<file path="config.mk">
export PLATFORM = sky130hd
export DESIGN_NAME = mux_arb_nx1
export DESIGN_NICKNAME = d
export VERILOG_FILES = /design/src/rtl/mux_arb_nx1_pkg.sv /design/src/rtl/mux_arb_nx1_arbiter.sv /design/src/rtl/mux_arb_nx1.sv
export SDC_FILE = /design/constraint.sdc
export NUM_CORES = 1
export LEC_CHECK = 0
export BUFFER_PORTS_ARGS = -buffer_cell sky130_fd_sc_hd__buf_2
export CAP_MARGIN = 20
export CORE_MARGIN = 2
export CORE_UTILIZATION = 36
export CTS_BUF_LIST = sky130_fd_sc_hd__clkbuf_8 sky130_fd_sc_hd__clkbuf_16
export CTS_CLUSTER_DIAMETER = 80
export DETAILED_ROUTE_END_ITERATION = 16
export PLACE_DENSITY = 0.85
export SETUP_SLACK_MARGIN = 0.05
export SLEW_MARGIN = 20
export SYNTH_ARGS = -nofsm -noshare
export SYNTH_HDL_FRONTEND = slang
export SYNTH_SLANG_ARGS = --single-unit
</file>
<file path="constraint.sdc">
create_clock -name clk -period 1.8 [get_ports clk]
set_clock_uncertainty 0.1 [all_clocks]
set_input_delay 0.36 -clock clk [delete_from_list [all_inputs] [get_ports clk]]
set_output_delay 0.36 -clock clk [all_outputs]
set_load 0.03 [all_outputs]
</file>
<file path="src/rtl/mux_arb_nx1_pkg.sv">
// Shared definitions for the N:1 registered handshake multiplexer.
// Holds the runtime mode encoding and the default channel width.
package mux_arb_nx1_pkg;

  localparam int unsigned DEFAULT_WIDTH = 32;

  typedef enum logic {
    MODE_SEL = 1'b0,
    MODE_RR  = 1'b1
  } mode_e;

endpackage

</file>
<file path="src/rtl/mux_arb_nx1_arbiter.sv">
// Combinational round-robin arbiter: grants the first requester at or after
// ptr, wrapping from N-1 back to 0.
module rr_arbiter_nx1 #(
  parameter int unsigned N  = 4,
  parameter int unsigned SW = 2
) (
  input  logic [N-1:0]  req,
  input  logic [SW-1:0] ptr,
  output logic [N-1:0]  grant,
  output logic [SW-1:0] grant_idx,
  output logic          any
);

  always_comb begin
    grant     = '0;
    grant_idx = '0;
    any       = 1'b0;
    // Upper segment [ptr, N-1] has priority over the wrapped segment [0, ptr-1].
    for (int unsigned i = 0; i < N; i++) begin
      if (!any && (i >= 32'(ptr)) && req[i]) begin
        grant[i]  = 1'b1;
        grant_idx = SW'(i);
        any       = 1'b1;
      end
    end
    for (int unsigned i = 0; i < N; i++) begin
      if (!any && (i < 32'(ptr)) && req[i]) begin
        grant[i]  = 1'b1;
        grant_idx = SW'(i);
        any       = 1'b1;
      end
    end
  end

endmodule

</file>
<file path="src/rtl/mux_arb_nx1.sv">
// N-input registered multiplexer with valid/ready on every channel, a one-entry
// output register, and explicit-select or round-robin source choice.
module mux_arb_nx1
  import mux_arb_nx1_pkg::*;
#(
  parameter int unsigned WIDTH = DEFAULT_WIDTH,
  parameter int unsigned N     = 4,
  parameter int unsigned SW    = 2
) (
  input  logic               clk,
  input  logic               rst_n,
  input  logic [N*WIDTH-1:0] in_data,
  input  logic [N-1:0]       in_valid,
  output logic [N-1:0]       in_ready,
  input  logic [SW-1:0]      sel,
  input  logic               mode,
  output logic [WIDTH-1:0]   out_data,
  output logic [SW-1:0]      out_src,
  output logic               out_valid,
  input  logic               out_ready
);

  mode_e            mode_w;
  logic [N-1:0]     sel_grant;
  logic [N-1:0]     rr_grant;
  logic [SW-1:0]    rr_idx;
  logic             rr_any;
  logic [N-1:0]     grant;
  logic [SW-1:0]    grant_idx;
  logic             has_grant;
  logic             can_accept;
  logic             xfer;
  logic [WIDTH-1:0] mux_data;

  logic [WIDTH-1:0] data_q, data_d;
  logic [SW-1:0]    src_q, src_d;
  logic             valid_q, valid_d;
  logic [SW-1:0]    rr_ptr_q, rr_ptr_d;

  assign mode_w = mode_e'(mode);

  rr_arbiter_nx1 #(
    .N  (N),
    .SW (SW)
  ) u_rr (
    .req       (in_valid),
    .ptr       (rr_ptr_q),
    .grant     (rr_grant),
    .grant_idx (rr_idx),
    .any       (rr_any)
  );

  // Out-of-range sel matches no channel, so it never grants.
  always_comb begin
    sel_grant = '0;
    for (int unsigned i = 0; i < N; i++) begin
      sel_grant[i] = (32'(sel) == i) && in_valid[i];
    end
  end

  always_comb begin
    if (mode_w == MODE_RR) begin
      grant     = rr_grant;
      grant_idx = rr_idx;
      has_grant = rr_any;
    end else begin
      grant     = sel_grant;
      grant_idx = sel;
      has_grant = |sel_grant;
    end
  end

  // rst_n gates acceptance so no channel sees a handshake while held in reset.
  assign can_accept = rst_n && (!valid_q || out_ready);
  assign in_ready   = can_accept ? grant : '0;
  assign xfer       = can_accept && has_grant;

  always_comb begin
    mux_data = '0;
    for (int unsigned i = 0; i < N; i++) begin
      if (grant[i]) mux_data = in_data[i*WIDTH +: WIDTH];
    end
  end

  always_comb begin
    data_d   = data_q;
    src_d    = src_q;
    valid_d  = valid_q;
    rr_ptr_d = rr_ptr_q;
    if (xfer) begin
      data_d  = mux_data;
      src_d   = grant_idx;
      valid_d = 1'b1;
      if (mode_w == MODE_RR) begin
        rr_ptr_d = (32'(rr_idx) == N - 1) ? '0 : rr_idx + 1'b1;
      end
    end else if (out_ready) begin
      valid_d = 1'b0;
    end
  end

  always_ff @(posedge clk or negedge rst_n) begin
    if (!rst_n) begin
      data_q   <= '0;
      src_q    <= '0;
      valid_q  <= 1'b0;
      rr_ptr_q <= '0;
    end else begin
      data_q   <= data_d;
      src_q    <= src_d;
      valid_q  <= valid_d;
      rr_ptr_q <= rr_ptr_d;
    end
  end

  assign out_data  = data_q;
  assign out_src   = src_q;
  assign out_valid = valid_q;

endmodule

</file>
Yosys cells after proc, flatten, opt, wreduce, memory -nomap -nowiden
Index checks and enable logic that the tools add are counted.
- register bits after elaboration: 37
- output and inout bits: 39
- logic and storage cells: 75
- bits of input ports: 138
- equality and inequality tests: 4
- reductions and logical operators: 30
- $add $sub $neg: 1
- magnitude comparators: 6
- mux-type cells: 30
- operator list (operator ; count):
    2-to-1 mux 32 bit ; 4
    logical AND 1 bit ; 18
    2-to-1 mux 1 bit ; 17
    2-to-1 mux 2 bit ; 7
    2-to-1 mux 4 bit ; 2
    zero test 1 bit ; 7
    == test 2 bit (second input constant) ; 3
    >= comparator 1 x 2 -> 1 bit (first input constant) ; 2
    < comparator 1 x 2 -> 1 bit (first input constant) ; 2
    OR reduction 4 bit ; 1
    adder 2 x 1 -> 2 bit (second input constant) ; 1
    == test 2 x 1 -> 1 bit (second input constant) ; 1
    >= comparator 2 bit (first input constant) ; 1
    zero test 2 bit ; 1
    < comparator 2 bit (first input constant) ; 1
    AND reduction 2 bit ; 1
    nonzero test 2 bit ; 1
    logical OR 1 bit ; 1

Depth between registers and ports, before layout
Gate-level depths: netlist (run 1).
- word-level depth: 31
- gate-level depth with buffers: 8

Cells and area by module
Synthesis (run 1) repeated with hierarchy kept, for this count alone.
- cell total of the unflattened synthesis: 293
- area, all modules: 2620.0 um^2
- by module, submodules not included (module ; cells each ; instances ; area an instance (um^2) ; seq. area each (um^2)):
    mux_arb_nx1 ; 261 ; 1 ; 2418.6 ; 925.9
    rr_arbiter_nx1 ; 32 ; 1 ; 201.4 ; 0.0

Worst setup path after synthesis (run 1)
Ideal clock, no wire load.
- kind: input port to output port
- start point: input in_valid[1]
- end point: output in_ready[3]
- data arrival time: 1.691 ns
- required time: 1.340 ns
- stages: 6
- path slack: -0.351 ns
- path buffers: 2
- cell sequence: buf_6 nor2_1 o21ai_0 o32ai_2 clkbuf_1 and2_1
- cells in the longest elaborated chain, start to end: 11
- ends and longest elaborated chain (what ; RTL line ; RTL):
    start, declared ; mux_arb_nx1.sv:13 ; input logic [N-1:0] in_valid,
    logical AND 1 bit (*) ; mux_arb_nx1_arbiter.sv:20 ; if (!any && (i >= 32'(ptr)) && req[i]) begin
    2-to-1 mux 1 bit (*) ; mux_arb_nx1_arbiter.sv:20 ;
    zero test 1 bit ; mux_arb_nx1_arbiter.sv:20 ;
    logical AND 1 bit (2 in series) ; mux_arb_nx1_arbiter.sv:20 ;
    2-to-1 mux 1 bit (*) ; mux_arb_nx1_arbiter.sv:20 ;
    zero test 1 bit (*) ; mux_arb_nx1_arbiter.sv:20 ;
    logical AND 1 bit (*) ; mux_arb_nx1_arbiter.sv:20 ;
    2-to-1 mux 1 bit (*) ; mux_arb_nx1_arbiter.sv:20 ;
    2-to-1 mux 4 bit (*) ; mux_arb_nx1.sv:62 ; if (mode_w == MODE_RR) begin
    2-to-1 mux 4 bit (*) ; mux_arb_nx1.sv:75 ; assign in_ready = can_accept ? grant : '0;
    end, declared ; mux_arb_nx1.sv:14 ; output logic [N-1:0] in_ready,
Mark *: on every way between the ends. The rest lies on a longest branch, timed or not.

Worst setup path after layout (run 1)
- start point: register rr_ptr_q[0]
- end point: output in_ready[0]
- cells in the longest elaborated chain, start to end: 20
- elaborated cells on any way between the ends: 23
- classes of those cells: order compare (4); mux (7); reduce/logical (12)
- ends and longest elaborated chain (what ; RTL line ; RTL):
    start, declared ; mux_arb_nx1.sv:38 ; logic [SW-1:0] rr_ptr_q, rr_ptr_d;
    start signal, assigned ; mux_arb_nx1.sv:112 ; rr_ptr_q <= rr_ptr_d;
    >= comparator 1 x 2 -> 1 bit ; mux_arb_nx1_arbiter.sv:20 ;
    logical AND 1 bit ; mux_arb_nx1_arbiter.sv:20 ;
    2-to-1 mux 1 bit ; mux_arb_nx1_arbiter.sv:20 ;
    zero test 1 bit ; mux_arb_nx1_arbiter.sv:20 ;
    logical AND 1 bit (2 in series) ; mux_arb_nx1_arbiter.sv:20 ;
    2-to-1 mux 1 bit ; mux_arb_nx1_arbiter.sv:20 ;
    zero test 1 bit ; mux_arb_nx1_arbiter.sv:20 ;
    logical AND 1 bit (2 in series) ; mux_arb_nx1_arbiter.sv:20 ;
    2-to-1 mux 1 bit ; mux_arb_nx1_arbiter.sv:20 ;
    zero test 1 bit ; mux_arb_nx1_arbiter.sv:20 ;
    logical AND 1 bit ; mux_arb_nx1_arbiter.sv:20 ;
    2-to-1 mux 1 bit ; mux_arb_nx1_arbiter.sv:20 ;
    zero test 1 bit ; mux_arb_nx1_arbiter.sv:27 ; if (!any && (i < 32'(ptr)) && req[i]) begin
    logical AND 1 bit (2 in series) ; mux_arb_nx1_arbiter.sv:27 ;
    2-to-1 mux 1 bit (*) ; mux_arb_nx1_arbiter.sv:27 ;
    2-to-1 mux 4 bit (*) ; mux_arb_nx1.sv:62 ;
    2-to-1 mux 4 bit (*) ; mux_arb_nx1.sv:75 ;
Marked as above.

==> results.txt, run 1 <==
----------------------------------------------------
[Outcome]
  Result of the run ... finished with violations
  Violated checks ... negative setup slack

[Power]
  Pwr dens ... 1170 nW/um^2
  Maximum vdd ir drop ... 691 uV
  Leakage component of the power ... 1.86 nW
  Total power ... 4.66 mW

[Drt]
  Iteration count of the initial detailed-routing pass ... 4
  Wire length per cell after detailed routing ... 16.8 um
  Vias per cell ... 5.49
  Detailed-route wire length ... 9020 um
  Number of vias after detailed routing ... 2955
  Post-route DRC violation count ... 0
  Number of nets with antenna violations after routing ... 0
  Violation count after the first detailed-route iteration ... 137

[Logic synthesis]
  Number of distinct standard cells referenced by the synthesized netlist ... 34
  Top flip-flop cell by instance count after synthesis ... sky130_fd_sc_hd__dfrtp_1
  #FFs+latches synth ... 37
  Yosys top cell area share ... 0.412
  Number of warnings reported in the yosys synthesis log ... 0
  Async set-or-reset flop fraction in the synthesized netlist ... 1.00
  Post-Synthesis Mean Instance Area ... 8.84 um^2
  Number of instances in the synthesized netlist ... 254
  Summed instance area of the synthesized netlist ... 2250 um^2
  Number of enable-type register cells in the synthesized netlist ... 0
  Net count after synthesis ... 392
  Part of the Yosys area used for sequential elements ... 0.412
  Synth area leaders ... sky130_fd_sc_hd__dfrtp_1 41%, sky130_fd_sc_hd__a22oi_1 11%, sky130_fd_sc_hd__o22ai_1 8.9%
  Cell taking the most area after synthesis ... sky130_fd_sc_hd__dfrtp_1

[GRT]
  Largest net degree at the start of global routing ... 33
  Global Route Usage Sum ... 0.255
  Antenna violations before repair ... 0
  Via count of the first global-routing pass ... 3058
  Wire length of the first global-routing pass ... 14500 um
  GR Overflow Total ... 0

[Critical path]
  Maximum fanout along the worst path ... 5
  Worst Path Required ... 1.34 ns
  Cell with the most instances on the worst path ... sky130_fd_sc_hd__buf_6
  Critical path class ... reg -> out
  Startpoint class of the critical path ... flip-flop
  Critical path's largest stage delay ... 0.45 ns
  CP Cell Sequence ... buf_6 > nand2b_4 > a22oi_2 > o21ai_2 > and2_4 > buf_6
  Arrival time reported for the critical path endpoint ... 1.58 ns
  CP endpoint kind ... primary output
  Worst path slowest cell ... sky130_fd_sc_hd__dfrtp_2

[Clock network]
  Number of buffers inserted during clock tree synthesis ... 5
  Clock Sinks ... 37
  Maximum level of the CTS H-tree ... 2
  Max Root-Sink Buffers ... 2
  TritonCTS clock tree ... yes
  Root buffer cell ... sky130_fd_sc_hd__clkbuf_8
  Worst-skew pair later-pin latency ... 0.29 ns
  Clock slew at the register clock pins of the worst setup and hold paths ... 0.08 ns

[STA]
  Final Worst Setup Slack ... -0.235 ns
  Total count of max-transition violations in the final report ... 0
  Shortest clock period the worst path allows after layout ... 2.04 ns
  Final setup violation count ... 23
  Tcrit/Tclk final ... 1.13
  Worst slew pin tran ... 0.399 ns
  Hold violation total from the final report ... 0
  Worst slew slack as a fraction of its limit ... 0.733
  Setup repair after global routing missed its margin ... true
  Maximum achievable frequency ... 0.491 GHz
  Hold Worst Slack ... 0.221 ns

[Final layout]
  Layout cell share with drive strength beyond 1 ... 0.600
  Number of antenna repair diodes ... 0
  Commonest non-fill, non-tap cell in the layout ... sky130_fd_sc_hd__buf_2
  Count of nets after finishing ... 600
  Most frequent cells in the layout ... 172 x sky130_fd_sc_hd__buf_2, 37 x sky130_fd_sc_hd__buf_4, 35 x sky130_fd_sc_hd__nand2_1, 35 x sky130_fd_sc_hd__dfrtp_1, 31 x sky130_fd_sc_hd__o22ai_1
  Number of fill cells in the layout ... 500
  Area occupied by multi-input gates ... 1370 um^2
  Area growth, synth to finish ... 77.2%
  Area of all sequential standard cells ... 928 um^2

[Floorplan]
  Horiz. Die Dim ... 83.0 um
  Initial core utilization ... 0.375
  I/O pin total ... 177
  Floorplan row count ... 28
  Floorplan die height ... 83.0 um
  Total Die Area ... 6890 um^2
  Core Region ... 5990 um^2

[Placement]
  Count of buffers from port buffering ... 176
  Detailed placer's ending HPWL ... 6240 um
  Placer's final routability congestion estimate ... 0.883

[Flow run]
  Count of max-cap constraint violations ... 0

[Hold path]
  Classification of the worst-slack hold path ... in -> reg

----------------------------------------------------
## layer usage
metal	vias to the layer above	global-route usage	share of wire
met1	1384	0.312	0.39
li1	1398	-	-
met4	0	0.0835	0.014
met3	12	0.0457	0.083
met2	161	0.451	0.52
met5	-	0	0
## sequential cells by signal (all words and copies together), names as in the netlist
| signal | cells |
|---|---|
| out_data | 32 |
| out_src | 2 |
| out_valid | 1 |
| rr_ptr_q | 2 |
## worst max-delay path: cells and delay by family, from the launching register on
| family | cells | cell delay [ns] |
|---|---|---|
| AOI/OAI and AO/OA | 2 | 0.25 |
| buffers and inverters | 2 | 0.28 |
| DFF | 1 | 0.45 |
| and+or+nand+nor | 2 | 0.30 |
## cell usage after synthesis (all sizes together), types with 2 or more instances
library cell	instances
and2	4
buf	15
a31oi	32
dfrtp	37
mux2	2
a22oi	33
nor2	3
o211ai	3
inv	6
nand2	37
o22ai	33
clkbuf	11
nand2b	6
o21ai	11
mux2i	3
a21oi	5
## cell type report
| class | instances | share of cell area |
|---|---|---|
| clock buffer | 6 | 0.0207 |
| clock inverter | 2 | 0.00849 |
| inverter | 6 | 0.00692 |
| multi-input combinational | 185 | 0.345 |
| sequential | 37 | 0.233 |
| tap | 75 | 0.0236 |
| timing repair buffer | 227 | 0.362 |
## worst paths after layout
check                                  start            to  slack [ns]  cells after the start
worst max register to register   rr_ptr_q[1]  out_data[31]       -0.12                      8
max in group asynchronous              rst_n   rr_ptr_q[1]        0.85                      3
worst max-delay path             rr_ptr_q[0]   in_ready[0]       -0.24                      6
min in group asynchronous              rst_n     out_valid        0.52                      3
worst min-delay path            in_data[103]   out_data[7]        0.22                      3
worst min register to register    out_src[0]    out_src[0]        0.41                      2
## report_power, final
part           internal, mW  leakage (nW)  switching [mW]
logic                  1.13          1.37            1.47
registers              1.12         0.425           0.191
clock network         0.446        0.0626           0.299
total                  2.69          1.86            1.96
## cell families (layout without fill, tap and decap cells)
kind of cell,after synthesis,count (layout),synth area share
buffers and inverters,32,241,0.0769
AOI/OAI and AO/OA,123,123,0.370
and+or+nand+nor,57,57,0.118
DFF,37,37,0.412
muxes,5,5,0.0234
## per-stage QoR
| stage | util | setup TNS [ns] | cells | instance area (um^2) | setup WS, ns |
|---|---|---|---|---|---|
| 6_report | 0.664 | -2.40 | 538 | 3980 | -0.235 |
| 5_1_grt | 0.664 | -5.39 | 538 | 3980 | -0.302 |
| 4_1_cts | 0.648 | -2.01 | 534 | 3880 | -0.208 |
| 3_5_place_dp | 0.571 | -6.83 | 513 | 3420 | -0.219 |
| 3_3_place_gp | 0.571 | -5.38 | 513 | 3420 | -0.171 |
| 2_1_floorplan | - | -0.337 | 254 | 2360 | -0.0458 |
## timing repair
action | 4_1_cts | 5_1_grt
buffers inserted | 10 | 3
gates cloned | 2 | 1
endpoints found under the hold margin | 37 | 0
hold buffers | 1 | 0
setup endpoints to repair | 36 | 36
gates resized for setup | 47 | 13
pin swaps | 12 | 7
(Power assumes the default switching activity.)
==> run 2: changes to the inputs <==
Settings changed: ABC_AREA from default to 1, CORE_UTILIZATION 36 to 41, PLACE_DENSITY 0.85 to 0.77.
==> run 2 against run 1 <==
  * The run still ends with negative setup slack left
  * Die area grew 26%
  * Hold slack lost 0.14 ns
  * Core utilization shrank 3.5 points
  * Sequential share of layout area shrank 4.2 points
  * Fmax shrank 7.0%
  * First-iteration DRC count grew 48%
  * Non-clock buffer count grew 4
  * Clock power is essentially flat
  * Via count grew 48%
==> results.txt, run 2 <==
----------------------------------------------------
[Outcome]
  Result of the run ... finished with violations
  Violated checks ... negative setup slack

[STA]
  Maximum achievable frequency ... 0.457 GHz (-7.0%)
  Tcrit/Tclk final ... 1.22 (+0.0856)
  Final Worst Setup Slack ... -0.389 ns (-0.154 ns)
  Final setup violation count ... 39 (+70%)
  Shortest clock period the worst path allows after layout ... 2.19 ns (+0.154 ns)
  Hold violation total from the final report ... 0 (unchanged)
  Setup repair after global routing missed its margin ... true
  Total count of max-transition violations in the final report ... 0 (unchanged)
  Worst slew slack as a fraction of its limit ... 0.670 (-0.0631)
  Worst slew pin tran ... 0.495 ns (+0.0959 ns)

[Flow run]
  Count of max-cap constraint violations ... 0 (unchanged)

[Floorplan]
  Floorplan row count ... 32 (+14%)
  Core Region ... 7730 um^2 (+29%)
  Floorplan die height ... 93.2 um (+12%)
  Total Die Area ... 8690 um^2 (+26%)
  Initial core utilization ... 0.422 (+0.0472)
  I/O pin total ... 177 (unchanged)
  Horiz. Die Dim ... 93.2 um (+12%)

[Logic synthesis]
  Most frequent cell after synthesis ... sky130_fd_sc_hd__nand3_1
  Number of instances in the synthesized netlist ... 565 (+120%)
  Number of enable-type register cells in the synthesized netlist ... 0 (unchanged)
  Part of the Yosys area used for sequential elements ... 0.284 (-0.128)
  Post-Synthesis Mean Instance Area ... 5.77 um^2 (-35%)
  Synth area leaders ... sky130_fd_sc_hd__dfrtp_1 28%, sky130_fd_sc_hd__nand3_1 22%, sky130_fd_sc_hd__nand2_1 13%
  Top flip-flop cell by instance count after synthesis ... sky130_fd_sc_hd__dfrtp_1
  Number of warnings reported in the yosys synthesis log ... 0 (unchanged)
  Yosys top cell area share ... 0.284 (-0.128)
  #FFs+latches synth ... 37 (unchanged)
  Summed instance area of the synthesized netlist ... 3260 um^2 (+45%)
  Cell taking the most area after synthesis ... sky130_fd_sc_hd__dfrtp_1
  Most frequent cells after synthesis ... 141 x sky130_fd_sc_hd__nand3_1, 116 x sky130_fd_sc_hd__nand2_1, 109 x sky130_fd_sc_hd__inv_1, 78 x sky130_fd_sc_hd__nor2_1, 37 x sky130_fd_sc_hd__dfrtp_1
  Number of distinct standard cells referenced by the synthesized netlist ... 20 (-41%)
  Net count after synthesis ... 703 (+79%)
  Async set-or-reset flop fraction in the synthesized netlist ... 1.00 (unchanged)

[Power]
  Pwr dens ... 949 nW/um^2 (-19%)
  Cell internal pwr ... 2.52 mW (-6.3%)
  Seq pwr share ... 0.275 (-0.006)
  Switching power share of the total ... 0.453 (+0.0315)
  Total power ... 4.61 mW (-0.89%)
  Clock network power share ... 0.162 (+0.002)
  Net switching power ... 2.09 mW (+6.5%)
  Leakage component of the power ... 2.90 nW (+56%)
  Maximum vdd ir drop ... 661 uV (-4.4%)
  Logic pwr share ... 0.563 (+0.004)

[Critical path]
  Critical path's largest stage delay ... 0.48 ns (+0.03 ns)
  Maximum fanout along the worst path ... 6 (+1)
  Cell with the most instances on the worst path ... sky130_fd_sc_hd__nand2_2
  Startpoint class of the critical path ... flip-flop
  Worst path slowest cell ... sky130_fd_sc_hd__dfrtp_2
  Worst Reg-to-Reg Cells ... 13 (+5)
  Arrival time reported for the critical path endpoint ... 1.73 ns (+0.15 ns)
  Critical path class ... reg -> out
  Worst Path Required ... 1.34 ns (about the same)
  CP Cell Sequence ... nand2_4 > nand2_2 > nand2_2 > nor2_4 > nand4_1 > nand3_2 > nand2_2 > nor2_4 > buf_6
  CP endpoint kind ... primary output

[Drt]
  Post-route DRC violation count ... 0 (unchanged)
  Violation count after the first detailed-route iteration ... 203 (+48%)
  Detailed-route wire length ... 11900 um (+32%)
  Number of vias after detailed routing ... 4387 (+48%)
  Iteration count of the initial detailed-routing pass ... 4 (unchanged)
  Wire length per cell after detailed routing ... 13.6 um (-19%)
  Number of nets with antenna violations after routing ... 0 (unchanged)
  Vias per cell ... 5.01 (-8.8%)

[Clock network]
  Clock slew at the register clock pins of the worst setup and hold paths ... 0.08 ns (about the same)
  Root buffer cell ... sky130_fd_sc_hd__clkbuf_8
  Max Root-Sink Buffers ... 2 (unchanged)
  Count of hold buffers inserted by post-cts repair ... 0 (-1)
  Worst-skew pair later-pin latency ... 0.29 ns (about the same)
  Maximum level of the CTS H-tree ... 2 (unchanged)
  Number of buffers inserted during clock tree synthesis ... 5 (unchanged)
  TritonCTS clock tree ... yes
  Clock Sinks ... 37 (unchanged)

[Final layout]
  Area growth, synth to finish ... 49.1%
  Post-Layout Cell Count ... 876 (+63%)
  Commonest non-fill, non-tap cell in the layout ... sky130_fd_sc_hd__buf_2
  Most frequent cells in the layout ... 172 x sky130_fd_sc_hd__buf_2, 140 x sky130_fd_sc_hd__nand3_1, 108 x sky130_fd_sc_hd__inv_1, 108 x sky130_fd_sc_hd__nand2_1, 70 x sky130_fd_sc_hd__nor2_1
  Max FFs per register ... 32 (unchanged)
  Number of antenna repair diodes ... 0 (unchanged)
  Count of nets after finishing ... 911 (+52%)
  Layout cell share with drive strength beyond 1 ... 0.362 (-0.239)
  Number of fill cells in the layout ... 740 (+48%)

[GRT]
  Via count of the first global-routing pass ... 4052 (+33%)
  Antenna violations before repair ... 0 (unchanged)
  Largest net degree at the start of global routing ... 38 (+15%)
  GR Overflow Total ... 0 (unchanged)
  Wire length of the first global-routing pass ... 18200 um (+26%)
  Global Route Usage Sum ... 0.261 (+0.00636)

[Placement]
  Count of buffers from port buffering ... 176 (unchanged)
  Placer's final routability congestion estimate ... 0.879 (-0.49%)
  Placed instance count ... 850 (+66%)
  Detailed placer's ending HPWL ... 8460 um (+36%)

[Hold path]
  Classification of the worst-slack hold path ... in -> async

----------------------------------------------------
==> run 2: cells by family (layout without fill, tap and decap cells) <==
logic type,count (synthesis),in the layout,synth area share
flip-flops,37,37,0.284
AND/OR/NAND/NOR,376,376,0.521
buffers and inverters,141,350,0.178
AO/OA/AOI/OAI,11,11,0.0169
==> run 2: what timing repair did <==
action                     4_1_cts  5_1_grt
setup endpoints to repair       38       40
buffers inserted                11        7
gates resized for setup         25       24
gates cloned                     1        0
pin swaps                       13        8
==> run 2: worst paths after layout <==
check | from | to | slack, ns
setup / recovery | rr_ptr_q[1] | in_ready[2] | -0.39
hold / removal | rst_n | out_data[6] | 0.08
setup reg to reg | rr_ptr_q[1] | out_data[17] | -0.30
hold reg to reg | out_src[1] | out_src[1] | 0.43
max in group asynchronous | rst_n | out_valid | 1.16
min in group clk | out_ready | out_valid | 0.23
==> run 2: cell type report <==
class / instances / area (um^2) / share of cell area
Clock inverter: 2 / 33.8 / 0.00694
Sequential cell: 37 / 930 / 0.191
Inverter: 111 / 417 / 0.0856
Multi-Input combinational cell: 387 / 1870 / 0.384
Timing Repair Buffer: 231 / 1410 / 0.289
Clock buffer: 6 / 82.6 / 0.0170
Tap cell: 102 / 128 / 0.0262
==> run 2: critical path: cells and delay by family, from the launching register on <==
family	cells	cell delay [ns]
buffers and inverters	1	0.14
DFF	1	0.48
and+or+nand+nor	8	0.82
==> run 2: stage by stage <==
| step | setup TNS [ns] | util | hold slack [ns] | cell area [um^2] | setup WS (ns) |
|---|---|---|---|---|---|
| after floorplan | -0.220 | - | -0.0356 | 3300 | -0.0662 |
| after global placement | -1.59 | 0.575 | 0.387 | 4440 | -0.0800 |
| after detailed placement | -2.32 | 0.575 | 0.408 | 4440 | -0.112 |
| after CTS | -5.90 | 0.615 | 0.0939 | 4750 | -0.292 |
| after global routing | -13.43 | 0.630 | 0.128 | 4860 | -0.460 |
| final | -10.38 | 0.630 | 0.0805 | 4860 | -0.389 |
==> run 2: metal layers <==
layer  track usage  wire, um  vias up
li1              -         -     2135
met1         0.318      4670     1972
met2         0.475      5930      243
met3        0.0403       986       37
met4        0.0772       310        0
met5             0         0        -
==> run 2: power groups by stage <==
stage          Combinational, mW  Sequential [mW]  Clock [mW]
2_1_floorplan               1.05             1.69           0
3_3_place_gp                2.25             1.24           0
3_5_place_dp                2.29             1.25           0
4_1_cts                     2.46             1.25       0.762
5_1_grt                     2.83             1.30       0.797
6_report                    2.60             1.27       0.748
==> run 3: changes to the inputs <==
Settings changed: PLACE_DENSITY 0.77 to 0.84.
==> run 3 against run 2 <==
  * The flow still finishes with violations (negative setup slack)
  * Clock power shrank 22%
  * Non-clock buffer count grew 4
  * First-iteration DRC count grew 7.4%
  * Count of clock-buffer cells in the layout is the same
  * Via count grew 0.55%
  * Core utilization grew 0.31 points
  * Critical path type unchanged
  * Hold slack lost 0.014 ns
  * Highest routed layer unchanged
  * Combinational power is essentially flat
  * Largest power group unchanged
  * Largest cell class unchanged
==> results.txt, run 3 (synthesized netlist as in run 2, its figures left out) <==
----------------------------------------------------
[Drt]
  Wire length per cell after detailed routing ... 13.6 um (+0.31%)
  Detailed-route wire length ... 12000 um (+0.88%)
  Violation count after the first detailed-route iteration ... 218 (+7.4%)
  Post-route DRC violation count ... 0 (unchanged)
  Number of nets with antenna violations after routing ... 0 (unchanged)
  Vias per cell ... 5.01 (about the same)
  Number of vias after detailed routing ... 4411 (+0.55%)
  Iteration count of the initial detailed-routing pass ... 5 (+1)

[Floorplan]
  I/O pin total ... 177 (unchanged)
  Horiz. Die Dim ... 93.2 um (unchanged)
  Total Die Area ... 8690 um^2 (unchanged)
  Initial core utilization ... 0.422 (unchanged)
  Floorplan row count ... 32 (unchanged)
  Core Region ... 7730 um^2 (unchanged)
  Floorplan die height ... 93.2 um (unchanged)

[Final layout]
  Count of nets after finishing ... 915 (+0.44%)
  Commonest non-fill, non-tap cell in the layout ... sky130_fd_sc_hd__buf_2
  Area growth, synth to finish ... 49.9%
  Post-Layout Inst Area ... 4890 um^2 (+0.49%)
  Layout cell share with drive strength beyond 1 ... 0.366 (+0.00457)
  Most frequent cells in the layout ... 172 x sky130_fd_sc_hd__buf_2, 135 x sky130_fd_sc_hd__nand3_1, 110 x sky130_fd_sc_hd__inv_1
  Max FFs per register ... 32 (unchanged)
  Number of fill cells in the layout ... 729 (-1.5%)

[Clock network]
  Max Root-Sink Buffers ... 2 (unchanged)
  Maximum level of the CTS H-tree ... 2 (unchanged)
  Worst-skew pair later-pin latency ... 0.29 ns (about the same)
  Clock Sinks ... 37 (unchanged)
  Clock slew at the register clock pins of the worst setup and hold paths ... 0.08 ns (about the same)
  TritonCTS clock tree ... yes
  Root buffer cell ... sky130_fd_sc_hd__clkbuf_8
  Number of buffers inserted during clock tree synthesis ... 5 (unchanged)

[STA]
  Total count of max-transition violations in the final report ... 0 (unchanged)
  Hold Worst Slack ... 0.0663 ns (-0.0141 ns)
  Shortest clock period the worst path allows after layout ... 2.17 ns (-0.0211 ns)
  Final setup violation count ... 41 (+5.1%)
  Hold violation total from the final report ... 0 (unchanged)
  Setup repair after global routing missed its margin ... true
  Final Worst Setup Slack ... -0.368 ns (+0.0211 ns)
  Maximum achievable frequency ... 0.461 GHz (+0.97%)
  Tcrit/Tclk final ... 1.20 (-0.0117)
  Worst slew slack as a fraction of its limit ... 0.682 (+0.0118)
  Worst slew pin tran ... 0.477 ns (-0.0177 ns)

[Critical path]
  Worst path slowest cell ... sky130_fd_sc_hd__dfrtp_2
  Arrival time reported for the critical path endpoint ... 1.71 ns (-0.02 ns)
  Startpoint class of the critical path ... flip-flop
  Maximum fanout along the worst path ... 6 (unchanged)
  Register-to-register setup slack ... -0.35 ns (-0.05 ns)
  CP bufs+invs ... 1 (unchanged)
  RR Endpoint ... out_data[3]
  Worst Path Required ... 1.34 ns (about the same)
  Critical path's largest stage delay ... 0.48 ns (about the same)
  Critical register-to-register path startpoint ... rr_ptr_q[1]
  CP Cell Sequence ... nand2_4 > nand2_4 > nand2_2 > nor2_4 > nand4_1 > nand3_2 > nand2_2 > nor2_4 > buf_6
  Gate family responsible for the most delay along the worst path ... simple AND/OR/NAND/NOR gates
  Critical path class ... reg -> out
  CP endpoint kind ... primary output
  Worst Reg-to-Reg Cells ... 13 (unchanged)

[Placement]
  Total placed instance area ... 4450 um^2 (about the same)
  Placer's final routability congestion estimate ... 0.878 (about the same)
  Count of buffers from port buffering ... 176 (unchanged)
  Detailed placer's ending HPWL ... 8580 um (+1.4%)

[Outcome]
  Violated checks ... negative setup slack
  Result of the run ... finished with violations

[GRT]
  Global Route Usage Sum ... 0.273 (+0.0117)
  Wire length of the first global-routing pass ... 19000 um (+4.3%)
  GR Overflow Total ... 0 (unchanged)
  Via count of the first global-routing pass ... 4223 (+4.2%)
  Largest net degree at the start of global routing ... 38 (unchanged)
  Antenna violations before repair ... 0 (unchanged)

[Power]
  Seq pwr share ... 0.285 (+0.010)
  Leakage component of the power ... 2.92 nW (+0.75%)
  Clock network power share ... 0.131 (-0.031)
  Maximum vdd ir drop ... 656 uV (-0.75%)
  Switching power share of the total ... 0.467 (+0.0134)
  Pwr dens ... 908 nW/um^2 (-4.3%)
  Net switching power ... 2.07 mW (-0.96%)
  Logic pwr share ... 0.584 (+0.021)
  Cell internal pwr ... 2.37 mW (-6.1%)

[Hold path]
  Classification of the worst-slack hold path ... in -> async

[Flow run]
  Count of max-cap constraint violations ... 0 (unchanged)

----------------------------------------------------
[run 3: routing by layer]
metal / global-route usage / wire length [um] / up-vias
li1: - / - / 2141
met3: 0.0435 / 1130 / 28
met5: 0 / 0 / -
met1: 0.330 / 4560 / 1978
met2: 0.492 / 6020 / 264
met4: 0.0907 / 288 / 0
[run 3: layout make-up]
cell class / count / area, um^2 / share of cell area
antenna: 1 / 2.50 / 0.000512
clock buffer: 6 / 82.6 / 0.0169
clock inverter: 2 / 7.51 / 0.00154
inverter: 111 / 419 / 0.0857
multi-input combinational: 387 / 1880 / 0.385
sequential: 37 / 930 / 0.190
tap: 102 / 128 / 0.0261
timing repair buffer: 235 / 1440 / 0.294
[run 3: power groups by stage]
stage / clock network, mW / logic (mW) / registers [mW]
3_5_place_dp: 0 / 2.29 / 1.25
5_1_grt: 0.641 / 2.82 / 1.30
3_3_place_gp: 0 / 2.24 / 1.23
4_1_cts: 0.597 / 2.44 / 1.24
2_1_floorplan: 0 / 1.05 / 1.69
6_report: 0.582 / 2.59 / 1.27
[run 3: worst max-delay path by stage]
stage | slack (ns) | startpoint | depth (start not counted) | endpoint
2_1_floorplan | -0.07 | rr_ptr_q[1] | 9 | in_ready[2]
3_3_place_gp | -0.09 | in_valid[1] | 9 | in_ready[3]
3_5_place_dp | -0.12 | in_valid[1] | 9 | in_ready[2]
4_1_cts | -0.29 | rr_ptr_q[0] | 9 | in_ready[2]
5_1_grt | -0.47 | rr_ptr_q[1] | 9 | in_ready[2]
6_report | -0.37 | rr_ptr_q[1] | 9 | in_ready[2]
[run 3: repair_timing]
item,4_1_cts,5_1_grt
cloned,0,2
pin swaps,17,11
endpoints found under the setup margin,36,41
endpoints found under the hold margin,0,0
setup buffers,20,0
gates resized for setup,24,27
hold buffers,0,0
[run 3: per-stage QoR]
step	TNS (ns)	setup slack (ns)	std cells	utilization	total power, mW
finish	-10.83	-0.368	881	0.633	4.44
global route	-15.41	-0.472	880	0.632	4.76
CTS	-9.66	-0.294	880	0.617	4.28
detailed placement	-2.86	-0.118	852	0.575	3.53
global placement	-1.07	-0.0852	852	0.575	3.47
floorplan	-0.220	-0.0662	565	-	2.74
